### src/rtl/sa_pkg.sv
// Shared types and helpers for the systolic-core tile sequencer.
//   sa_seq_state_t : tile sequencer states
//   sa_drain_len   : bubble cycles needed to flush the skewed PE array
package sa_pkg;

  typedef enum logic [1:0] {
    IDLE,
    RUN,
    DRAIN,
    OUT
  } sa_seq_state_t;

  // The last operand enters the far corner PE ROWS+COLS-2 cycles after the
  // first one, plus any extra per-PE pipeline stages.
  function automatic int sa_drain_len(input int rows, input int cols, input int pe_lat);
    return rows + cols - 2 + pe_lat;
  endfunction

endpackage

### src/rtl/sa_core_seq.sv
// Tile sequencer for the systolic core.
// Runs K reduction steps per tile, gated by the per-lane input FIFO empty
// flags, then injects bubble cycles to drain the skewed array, then hands
// the results to the column output controllers under a ready handshake.
// Ports:
//   clk, rstn            clock, asynchronous active-low reset
//   start/k_len/acc_mode tile request (one request can be queued)
//   abort                synchronous abort back to IDLE
//   a_empty/w_empty      per-lane input FIFO empty flags
//   out_ready            output controllers can accept a result set
//   fire/pop/bubble      PE array advance, FIFO pop, zero injection
//   clear_acc            clear PE accumulators on this fire
//   out_capture          output controllers latch PE results
//   busy/done/err        status: not idle, tile complete pulse, reject pulse
//   tile_cnt/stall_cnt   completed tiles (wraps), starved RUN cycles (saturates)
module sa_core_seq
  import sa_pkg::*;
#(
  parameter int ROWS   = 8,
  parameter int COLS   = 8,
  parameter int KW     = 16,
  parameter int PE_LAT = 1,
  parameter int CW     = 16
) (
  input  logic          clk,
  input  logic          rstn,
  input  logic          start,
  input  logic [KW-1:0] k_len,
  input  logic          acc_mode,
  input  logic          abort,
  input  logic [ROWS-1:0] a_empty,
  input  logic [COLS-1:0] w_empty,
  input  logic          out_ready,
  output logic          fire,
  output logic          pop,
  output logic          bubble,
  output logic          clear_acc,
  output logic          out_capture,
  output logic          busy,
  output logic          done,
  output logic          err,
  output logic [CW-1:0] tile_cnt,
  output logic [CW-1:0] stall_cnt
);

  localparam int D  = sa_drain_len(ROWS, COLS, PE_LAT);
  localparam int DW = (D < 2) ? 1 : $clog2(D + 1);

  sa_seq_state_t state;
  logic [KW-1:0] k_len_q;
  logic [KW-1:0] k_cnt;
  logic          acc_q;
  logic          pending;
  logic [KW-1:0] pend_k;
  logic          pend_acc;
  logic [DW-1:0] d_cnt;

  logic avail;
  logic k_zero;
  logic start_ok;

  assign avail    = ~|a_empty & ~|w_empty;
  assign k_zero   = (k_len == '0);
  assign start_ok = start & ~k_zero & ~pending;
  assign busy     = (state != IDLE);

  always_comb begin
    fire        = 1'b0;
    pop         = 1'b0;
    bubble      = 1'b0;
    clear_acc   = 1'b0;
    out_capture = 1'b0;
    case (state)
      RUN: begin
        fire      = avail;
        pop       = avail;
        clear_acc = avail & (k_cnt == '0) & ~acc_q;
      end
      DRAIN: begin
        fire   = 1'b1;
        bubble = 1'b1;
      end
      OUT:     out_capture = out_ready & ~abort;
      default: ;
    endcase
  end

  always_ff @(posedge clk or negedge rstn) begin
    if (!rstn) begin
      state     <= IDLE;
      k_len_q   <= '0;
      k_cnt     <= '0;
      acc_q     <= 1'b0;
      pending   <= 1'b0;
      pend_k    <= '0;
      pend_acc  <= 1'b0;
      d_cnt     <= '0;
      done      <= 1'b0;
      err       <= 1'b0;
      tile_cnt  <= '0;
      stall_cnt <= '0;
    end else begin
      done <= 1'b0;
      err  <= 1'b0;
      if (abort) begin
        state   <= IDLE;
        pending <= 1'b0;
      end else begin
        // Request intake
        case (state)
          IDLE: begin
            if (start) begin
              if (k_zero) begin
                err <= 1'b1;
              end else begin
                k_len_q <= k_len;
                acc_q   <= acc_mode;
                k_cnt   <= '0;
                state   <= RUN;
              end
            end
          end
          default: begin
            if (start) begin
              if (pending || k_zero) begin
                err <= 1'b1;
              end else if (!out_capture) begin
                pending  <= 1'b1;
                pend_k   <= k_len;
                pend_acc <= acc_mode;
              end
            end
          end
        endcase

        // Tile progress
        case (state)
          RUN: begin
            if (avail) begin
              k_cnt <= k_cnt + KW'(1);
              if (k_cnt == k_len_q - KW'(1)) begin
                state <= (D == 0) ? OUT : DRAIN;
                d_cnt <= DW'(D);
              end
            end else if (stall_cnt != '1) begin
              stall_cnt <= stall_cnt + CW'(1);
            end
          end
          DRAIN: begin
            d_cnt <= d_cnt - DW'(1);
            if (d_cnt == DW'(1)) state <= OUT;
          end
          OUT: begin
            if (out_capture) begin
              done     <= 1'b1;
              tile_cnt <= tile_cnt + CW'(1);
              k_cnt    <= '0;
              // A start arriving on the capture cycle with nothing queued
              // is taken directly rather than parked in pending.
              if (pending) begin
                k_len_q <= pend_k;
                acc_q   <= pend_acc;
                pending <= 1'b0;
                state   <= RUN;
              end else if (start_ok) begin
                k_len_q <= k_len;
                acc_q   <= acc_mode;
                state   <= RUN;
              end else begin
                state <= IDLE;
              end
            end
          end
          default: ;
        endcase
      end
    end
  end

endmodule

### config.mk
export PLATFORM = sky130hd
export DESIGN_NAME = sa_core_seq
export DESIGN_NICKNAME = d
export VERILOG_FILES = /design/src/rtl/sa_pkg.sv /design/src/rtl/sa_core_seq.sv
export SDC_FILE = /design/constraint.sdc
export NUM_CORES = 1
export LEC_CHECK = 0
export BUFFER_PORTS_ARGS = -buffer_cell sky130_fd_sc_hd__buf_2
export CORE_ASPECT_RATIO = 1.75
export CORE_MARGIN = 1
export CORE_UTILIZATION = 45
export CTS_BUF_LIST = sky130_fd_sc_hd__clkbuf_4 sky130_fd_sc_hd__clkbuf_8 sky130_fd_sc_hd__clkbuf_16
export DETAILED_ROUTE_END_ITERATION = 16
export PLACE_DENSITY = 0.79
export SLEW_MARGIN = 20
export SYNTH_ARGS = -nofsm -noshare
export SYNTH_HDL_FRONTEND = slang
export SYNTH_SLANG_ARGS = --single-unit
### constraint.sdc
create_clock -name clk -period 2.5 [get_ports clk]
set_input_delay 0.375 -clock clk [delete_from_list [all_inputs] [get_ports clk]]
set_output_delay 0.375 -clock clk [all_outputs]
set_load 0.01 [all_outputs]
==> reports/results.md, run 1 <==
- **run status** completed
- **FF-to-FF End** d_cnt[1]
- **total number of placement rows** 52
- **end point of the worst hold path** pend_acc
- **pre-CTS WS** -0.0310 ns
- **final cell count without fillers** 837
- **# IOs** 78
- **DR WL/cell** 17.5 um
- **xor/xnor share of the synthesized area** 0.0915
- **critical path data arrival time** 2.63 ns
- **final WL** 14.6 mm
- **critical-path maximum fanout** 7
- **Yosys reg bits** 91
- **fin crit share** 0.961
- **Worst Tran Pin Value** 0.608 ns
- **switch share** 0.311
- **min setup slack post-route** 0.0981 ns
- **warnings from Yosys** 0
- **clk slew on worst S/H paths** 0.07 ns
- **placeable core region** 11,700 um2
- **All-Layer GR Usage** 0.243
- **initial cell density of the core** 0.466
- **first-pass detailed-route iteration total** 5
- **complex-gate fraction of the synthesized area** 0.164
- **worst min path class** in2reg
- **worst-case clock skew** 0.00475 ns
- **total overflow reported by the global router** 0
- **data required time at the worst endpoint** 2.73 ns
- **post-DP HPWL** 10.9 mm
- **total negative slack for setup checks** 0 ns
- **Inst Count DP** 819
- **sequential cell fraction of total power** 0.458
- **number of library cell types mapped by synthesis** 64
- **total clock buffers created by CTS** 9
- **Fillers** 1,052
- **adder and majority cell fraction of the synthesized area** 0.0252
- **Pwr per Cell Area** 628 nW/um2
- **# Post-CTS Setup Buffers** 0
- **net total in the final layout** 746
- **FF-to-FF path depth** 11
- **part of the power in combinational logic** 0.214
- **share of cells above drive strength 1** 0.249
- **type of element capturing the critical path** flop
- **Die Span Y** 148 um
- **leakage component of the power** 2.98 nW
- **Post-Syn Instances** 602
- **core occupancy in the finished layout** 0.555
- **clock tree root buffer cell** sky130_fd_sc_hd__clkbuf_16
- **Max clock buf depth** 2
- **synthesized netlist net count** 651
- **CTS tree** yes
- **share of async-settable or async-resettable flops after synthesis** 1.00
- **nature of the critical path startpoint** flop
- **launch point of the worst reg-to-reg path** k_len_q[0]
- **fin. max-slew vios** 0
- **unrepaired setup endpoints after global routing** true
- **Final Critical Period** 2.40 ns
- **first-pass GRT wire length** 24.1 mm
- **vias per std cell** 6.14
- **average footprint of a synthesized cell** 9.06 um2
- **combinational family with the most area after synthesis** simple AND/OR/NAND/NOR gates
- **most frequently used flop master after synthesis** sky130_fd_sc_hd__dfrtp_1
- **final estimated routing congestion in global placement** 0.953
- **IO buf count** 77
- **Hold Violations, Final** 0
- **netlist area before placement** 5460 um2
- **sequential element share of the synthesized area** 0.417
- **post-synthesis mux area share** 0.0410
- **max-cap violation count** 0
- **timing-limited maximum frequency** 416 MHz
- **H-tree depth** 3
- **floorplan die width** 85.2 um
- **hold path cells** 2
- **pin count of the biggest net entering global routing** 50
- **worst hold slack** 0.286 ns
- **signed area change from the synthesized netlist to the final layout** 19.1%
- **total number of vias** 5,141
- **worst slew margin relative to its limit** 0.593
- **cell internal power dissipation** 2.81 mW
- **latest clock arrival within the worst-skew pair** 0.35 ns
- **sw power** 1.27 mW
- **Post-route DRC** 0
- **number of global-route vias before repair** 5,117
- **Hold Crit Start** acc_mode
- **Max rail drop VDD** 0.510 mV
- **number of clock sinks** 91
- **die area** 12,600 um2
- **antenna violations before repair** 0
- **Setup Viol. Count Final** 0
- **proportion of power drawn by the clock network** 0.327
- **Post-Synth Simple-Gate Area** 0.218
- **initial DRC count** 325
- **Post-synth EDFFs** 0
- **WS Path Type** reg2reg
- **reg-to-reg setup timing slack** 0.1 ns
- **ant diodes** 0
- **Final ANT Viol Nets** 0
==> metrics by stage <==
stage          cell area [um2]  power [mW]
2_1_floorplan             5460        2.42
5_1_grt                   6500        4.28
6_report                  6500        4.08
3_5_place_dp              6160        2.74
4_1_cts                   6470        4.08
3_3_place_gp              6160        2.69
==> how the worst max path moves through the flow <==
| stage | start | endpoint | slack, ns |
|---|---|---|---|
| finish | k_len_q[0] | d_cnt[1] | 0.1 |
| detailed placement | k_len[6] | pend_k[13] | -0.03 |
| floorplan | k_len_q[0] | d_cnt[2] | 0.06 |
| global placement | k_len_q[1] | d_cnt[3] | 0.001 |
| CTS | k_len_q[1] | d_cnt[1] | 0.0005 |
| global route | k_len_q[1] | d_cnt[1] | -0.04 |
==> power groups by stage <==
stage                     Combinational, mW  Clock (mW)  Sequential [mW]
after detailed placement              0.851           0             1.89
after CTS                             0.869        1.35             1.87
after floorplan                       0.573           0             1.84
after global routing                  0.960        1.41             1.90
after global placement                0.814           0             1.88
final                                 0.874        1.34             1.87
==> sequential cells by signal, summed over array words and instances, names as in the netlist <==
signal,count
acc_q,1
d_cnt,4
done,1
err,1
k_cnt,16
k_len_q,16
pend_acc,1
pend_k,16
pending,1
stall_cnt,16
state,2
tile_cnt,16
==> final cells by class <==
| class | instances | area (um2) | area share |
|---|---|---|---|
| clock inverter | 5 | 35.0 | 0.00539 |
| tap | 135 | 169 | 0.0260 |
| inverter | 19 | 71.3 | 0.0110 |
| sequential | 91 | 2280 | 0.351 |
| timing repair buffer | 117 | 711 | 0.109 |
| clock buffer | 11 | 253 | 0.0389 |
| multi-input combinational | 459 | 2980 | 0.459 |
==> cells in the mapped netlist (all sizes together), types with 3 or more instances <==
| cell type | count | share of area |
|---|---|---|
| mux2 | 19 | 0.039 |
| buf | 11 | 0.013 |
| nor2 | 47 | 0.033 |
| nand4 | 21 | 0.027 |
| nand3 | 16 | 0.015 |
| a311oi | 14 | 0.022 |
| and4 | 5 | 0.0083 |
| a21o | 7 | 0.0099 |
| and2 | 5 | 0.0060 |
| clkbuf | 22 | 0.017 |
| nor3 | 15 | 0.017 |
| o211ai | 7 | 0.0096 |
| xnor2 | 39 | 0.063 |
| dfrtp | 91 | 0.42 |
| nor4 | 17 | 0.022 |
| a22oi | 3 | 0.0050 |
| and3 | 11 | 0.014 |
| a31oi | 7 | 0.0080 |
| inv | 18 | 0.012 |
| ha | 11 | 0.025 |
| o21ai | 39 | 0.036 |
| nand2 | 85 | 0.058 |
| xor2 | 18 | 0.029 |
| a21oi | 33 | 0.030 |
| nor2b | 4 | 0.0050 |
| o31ai | 3 | 0.0041 |
| a22o | 6 | 0.0096 |
==> layer usage <==
metal / global-route usage / part of all wire / up-vias
met5: 0 / 0 / -
met4: 0.141 / 0.046 / 0
met3: 0.0497 / 0.047 / 59
met2: 0.436 / 0.53 / 232
met1: 0.259 / 0.38 / 2494
li1: - / - / 2356
==> worst max-delay path: stages, from the launching register on <==
cell and delay, ns:
sky130_fd_sc_hd__dfrtp_1 0.39, sky130_fd_sc_hd__inv_2 0.09, sky130_fd_sc_hd__ha_4 0.16, sky130_fd_sc_hd__nor2b_2 0.15, sky130_fd_sc_hd__and3_4 0.21, sky130_fd_sc_hd__and3_1 0.18
sky130_fd_sc_hd__xnor2_1 0.11, sky130_fd_sc_hd__nor4_4 0.40, sky130_fd_sc_hd__nand4_4 0.14, sky130_fd_sc_hd__buf_4 0.19, sky130_fd_sc_hd__o221ai_1 0.20, sky130_fd_sc_hd__a31oi_1 0.07
==> layout by cell type (no fill, tap or decap), types with 7 or more instances in the layout <==
master | Yosys | final
sky130_fd_sc_hd__nor4_1 | 16 | 16
sky130_fd_sc_hd__ha_1 | 11 | 10
sky130_fd_sc_hd__nand4_1 | 20 | 20
sky130_fd_sc_hd__o211ai_1 | 7 | 7
sky130_fd_sc_hd__nand2_1 | 85 | 85
sky130_fd_sc_hd__dfrtp_1 | 91 | 89
sky130_fd_sc_hd__and3_1 | 10 | 10
sky130_fd_sc_hd__inv_1 | 18 | 16
sky130_fd_sc_hd__a311oi_1 | 14 | 14
sky130_fd_sc_hd__buf_2 | 8 | 76
sky130_fd_sc_hd__nor3_1 | 13 | 12
sky130_fd_sc_hd__nand3_1 | 16 | 16
sky130_fd_sc_hd__xnor2_1 | 39 | 39
sky130_fd_sc_hd__buf_4 | 1 | 38
sky130_fd_sc_hd__a31oi_1 | 7 | 7
sky130_fd_sc_hd__clkbuf_16 | 0 | 9
sky130_fd_sc_hd__nor2_1 | 46 | 45
sky130_fd_sc_hd__xor2_1 | 18 | 18
sky130_fd_sc_hd__a21oi_1 | 33 | 33
sky130_fd_sc_hd__o21ai_0 | 39 | 39
sky130_fd_sc_hd__mux2_2 | 19 | 19
==> repair_timing <==
action,CTS,global route
hold buffers,1,0
pin swaps,4,1
resized for setup,3,8
endpoints found under the setup margin,2,7
endpoints found under the hold margin,5,0
==> cells by family after synthesis <==
group | Yosys count
xor+xnor | 57
compound gates | 137
buf+inv | 52
flops | 91
fa+ha+maj | 11
mux | 20
simple gates | 234
(Power assumes the default switching activity.)
==> inputs of run 2 (changes only) <==
--- a/config.mk
+++ b/config.mk
@@ -8,10 +8,10 @@
 export BUFFER_PORTS_ARGS = -buffer_cell sky130_fd_sc_hd__buf_2
 export CORE_ASPECT_RATIO = 1.75
 export CORE_MARGIN = 1
-export CORE_UTILIZATION = 45
-export CTS_BUF_LIST = sky130_fd_sc_hd__clkbuf_4 sky130_fd_sc_hd__clkbuf_8 sky130_fd_sc_hd__clkbuf_16
+export CORE_UTILIZATION = 54
+export CTS_BUF_LIST = sky130_fd_sc_hd__clkbuf_4
 export DETAILED_ROUTE_END_ITERATION = 16
-export PLACE_DENSITY = 0.79
+export PLACE_DENSITY = 0.9
 export SLEW_MARGIN = 20
 export SYNTH_ARGS = -nofsm -noshare
 export SYNTH_HDL_FRONTEND = slang
==> reports/results.md, run 2 (same netlist as run 1, synthesis figures left out) <==
- **run status** completed
- **timing-limited maximum frequency** 417 MHz
- **first-pass GRT wire length** 25.2 mm
- **die area** 10,500 um2
- **# IOs** 78
- **H-tree depth** 3
- **worst-case clock skew** 0.0350 ns
- **Max rail drop VDD** 0.510 mV
- **initial DRC count** 521
- **signed area change from the synthesized netlist to the final layout** 14.2%
- **placeable core region** 9850 um2
- **number of global-route vias before repair** 5,208
- **Post-route DRC** 0
- **IO buf count** 77
- **critical path data arrival time** 2.02 ns
- **latest clock arrival within the worst-skew pair** 0.47 ns
- **Worst Tran Pin Value** 0.559 ns
- **fin. max-slew vios** 0
- **final estimated routing congestion in global placement** 0.962
- **Hold Violations, Final** 0
- **number of clock sinks** 91
- **vias per std cell** 6.35
- **Final ANT Viol Nets** 0
- **Setup Viol. Count Final** 0
- **nature of the critical path startpoint** flop
- **floorplan die width** 78.0 um
- **WS Path Type** reg2out
- **CTS tree** yes
- **Final Critical Period** 2.40 ns
- **type of element capturing the critical path** output port
- **total number of placement rows** 48
- **net total in the final layout** 738
- **Pwr per Cell Area** 558 nW/um2
- **Die Span Y** 135 um
- **pin count of the biggest net entering global routing** 52
- **worst slew margin relative to its limit** 0.627
- **max-cap violation count** 0
- **unrepaired setup endpoints after global routing** true
- **total number of vias** 5,207
- **critical-path maximum fanout** 5
- **Max clock buf depth** 2
- **worst min path class** in2reg
- **total overflow reported by the global router** 0
- **clock tree root buffer cell** sky130_fd_sc_hd__clkbuf_4
- **data required time at the worst endpoint** 2.12 ns
- **fin crit share** 0.958
- **Inst Count DP** 801
- **most common library cell in the layout ignoring fill and taps** sky130_fd_sc_hd__dfrtp_1
- **leakage component of the power** 2.86 nW
- **most used cells in the layout excluding fill and tap cells** sky130_fd_sc_hd__dfrtp_1 (91), sky130_fd_sc_hd__nand2_1 (84), sky130_fd_sc_hd__buf_2 (76)
- **DR WL/cell** 18.4 um
- **final WL** 15.1 mm
- **initial cell density of the core** 0.554
- **total clock buffers created by CTS** 9
- **All-Layer GR Usage** 0.306
- **share of cells above drive strength 1** 0.231
- **Fillers** 817
- **clk slew on worst S/H paths** 0.14 ns
- **post-DP HPWL** 11.3 mm
- **antenna violations before repair** 1
- **first-pass detailed-route iteration total** 5
- **final cell count without fillers** 820
- **total negative slack for setup checks** 0 ns
run 2: final timing paths:
path / endpoint / cells past startpoint / start / slack (ns)
setup / recovery: clear_acc / 7 / k_cnt[0] / 0.10
hold reg to reg: tile_cnt[15] / 1 / tile_cnt[15] / 0.50
hold / removal: pend_acc / 2 / acc_mode / 0.19
setup reg to reg: d_cnt[2] / 10 / k_len_q[1] / 0.15
min in group asynchronous: k_cnt[0] / 2 / rstn / 0.43
max in group asynchronous: stall_cnt[6] / 3 / rstn / 1.38
run 2: what timing repair did:
action,in CTS,in global routing
hold buffers,1,0
endpoints found under the hold margin,40,0
setup endpoints to repair,0,12
setup buffers,0,1
resized for setup,0,3
run 2: routing by layer:
layer	vias to the layer above	routed length, um	GRT usage
li1	2338	-	-
met1	2510	5320	0.336
met2	274	7930	0.528
met3	85	797	0.0500
met4	0	1060	0.222
met5	-	0	0
run 2: layout make-up:
cell class / instances / area (um2) / area share
Timing Repair Buffer: 109 / 656 / 0.105
Multi-Input combinational cell: 459 / 2950 / 0.474
Tap cell: 125 / 156 / 0.0251
Clock inverter: 7 / 50.0 / 0.00803
Clock buffer: 9 / 67.6 / 0.0108
Antenna cell: 1 / 2.50 / 0.000401
Sequential cell: 91 / 2280 / 0.365
Inverter: 19 / 71.3 / 0.0114
run 2: stage by stage:
stage               setup slack [ns]  area, um2  hold WS, ns   util  power (mW)
detailed placement            0.0657       6090        0.401  0.618        2.73
CTS                           0.0315       6220        0.175  0.631        3.47
finish                         0.104       6230        0.187  0.633        3.48
floorplan                     0.0628       5460       0.0794      -        2.42
global route                 -0.0132       6230        0.166  0.633        3.65
global placement               0.154       6090        0.397  0.618        2.68
run 2: power by group:
group          switching (mW)  internal, mW  total, mW
clock                   0.542         0.210      0.752
combinational           0.468         0.391      0.860
sequential              0.205          1.66       1.87
total                    1.22          2.26       3.48
run 2: critical path, stage by stage, from the launching register on:
cell,delay (ns)
sky130_fd_sc_hd__dfrtp_1,0.41
sky130_fd_sc_hd__buf_4,0.17
sky130_fd_sc_hd__inv_1,0.07
sky130_fd_sc_hd__ha_1,0.14
sky130_fd_sc_hd__nor4b_1,0.35
sky130_fd_sc_hd__nand4_1,0.16
sky130_fd_sc_hd__nor2_1,0.13
sky130_fd_sc_hd__buf_2,0.14
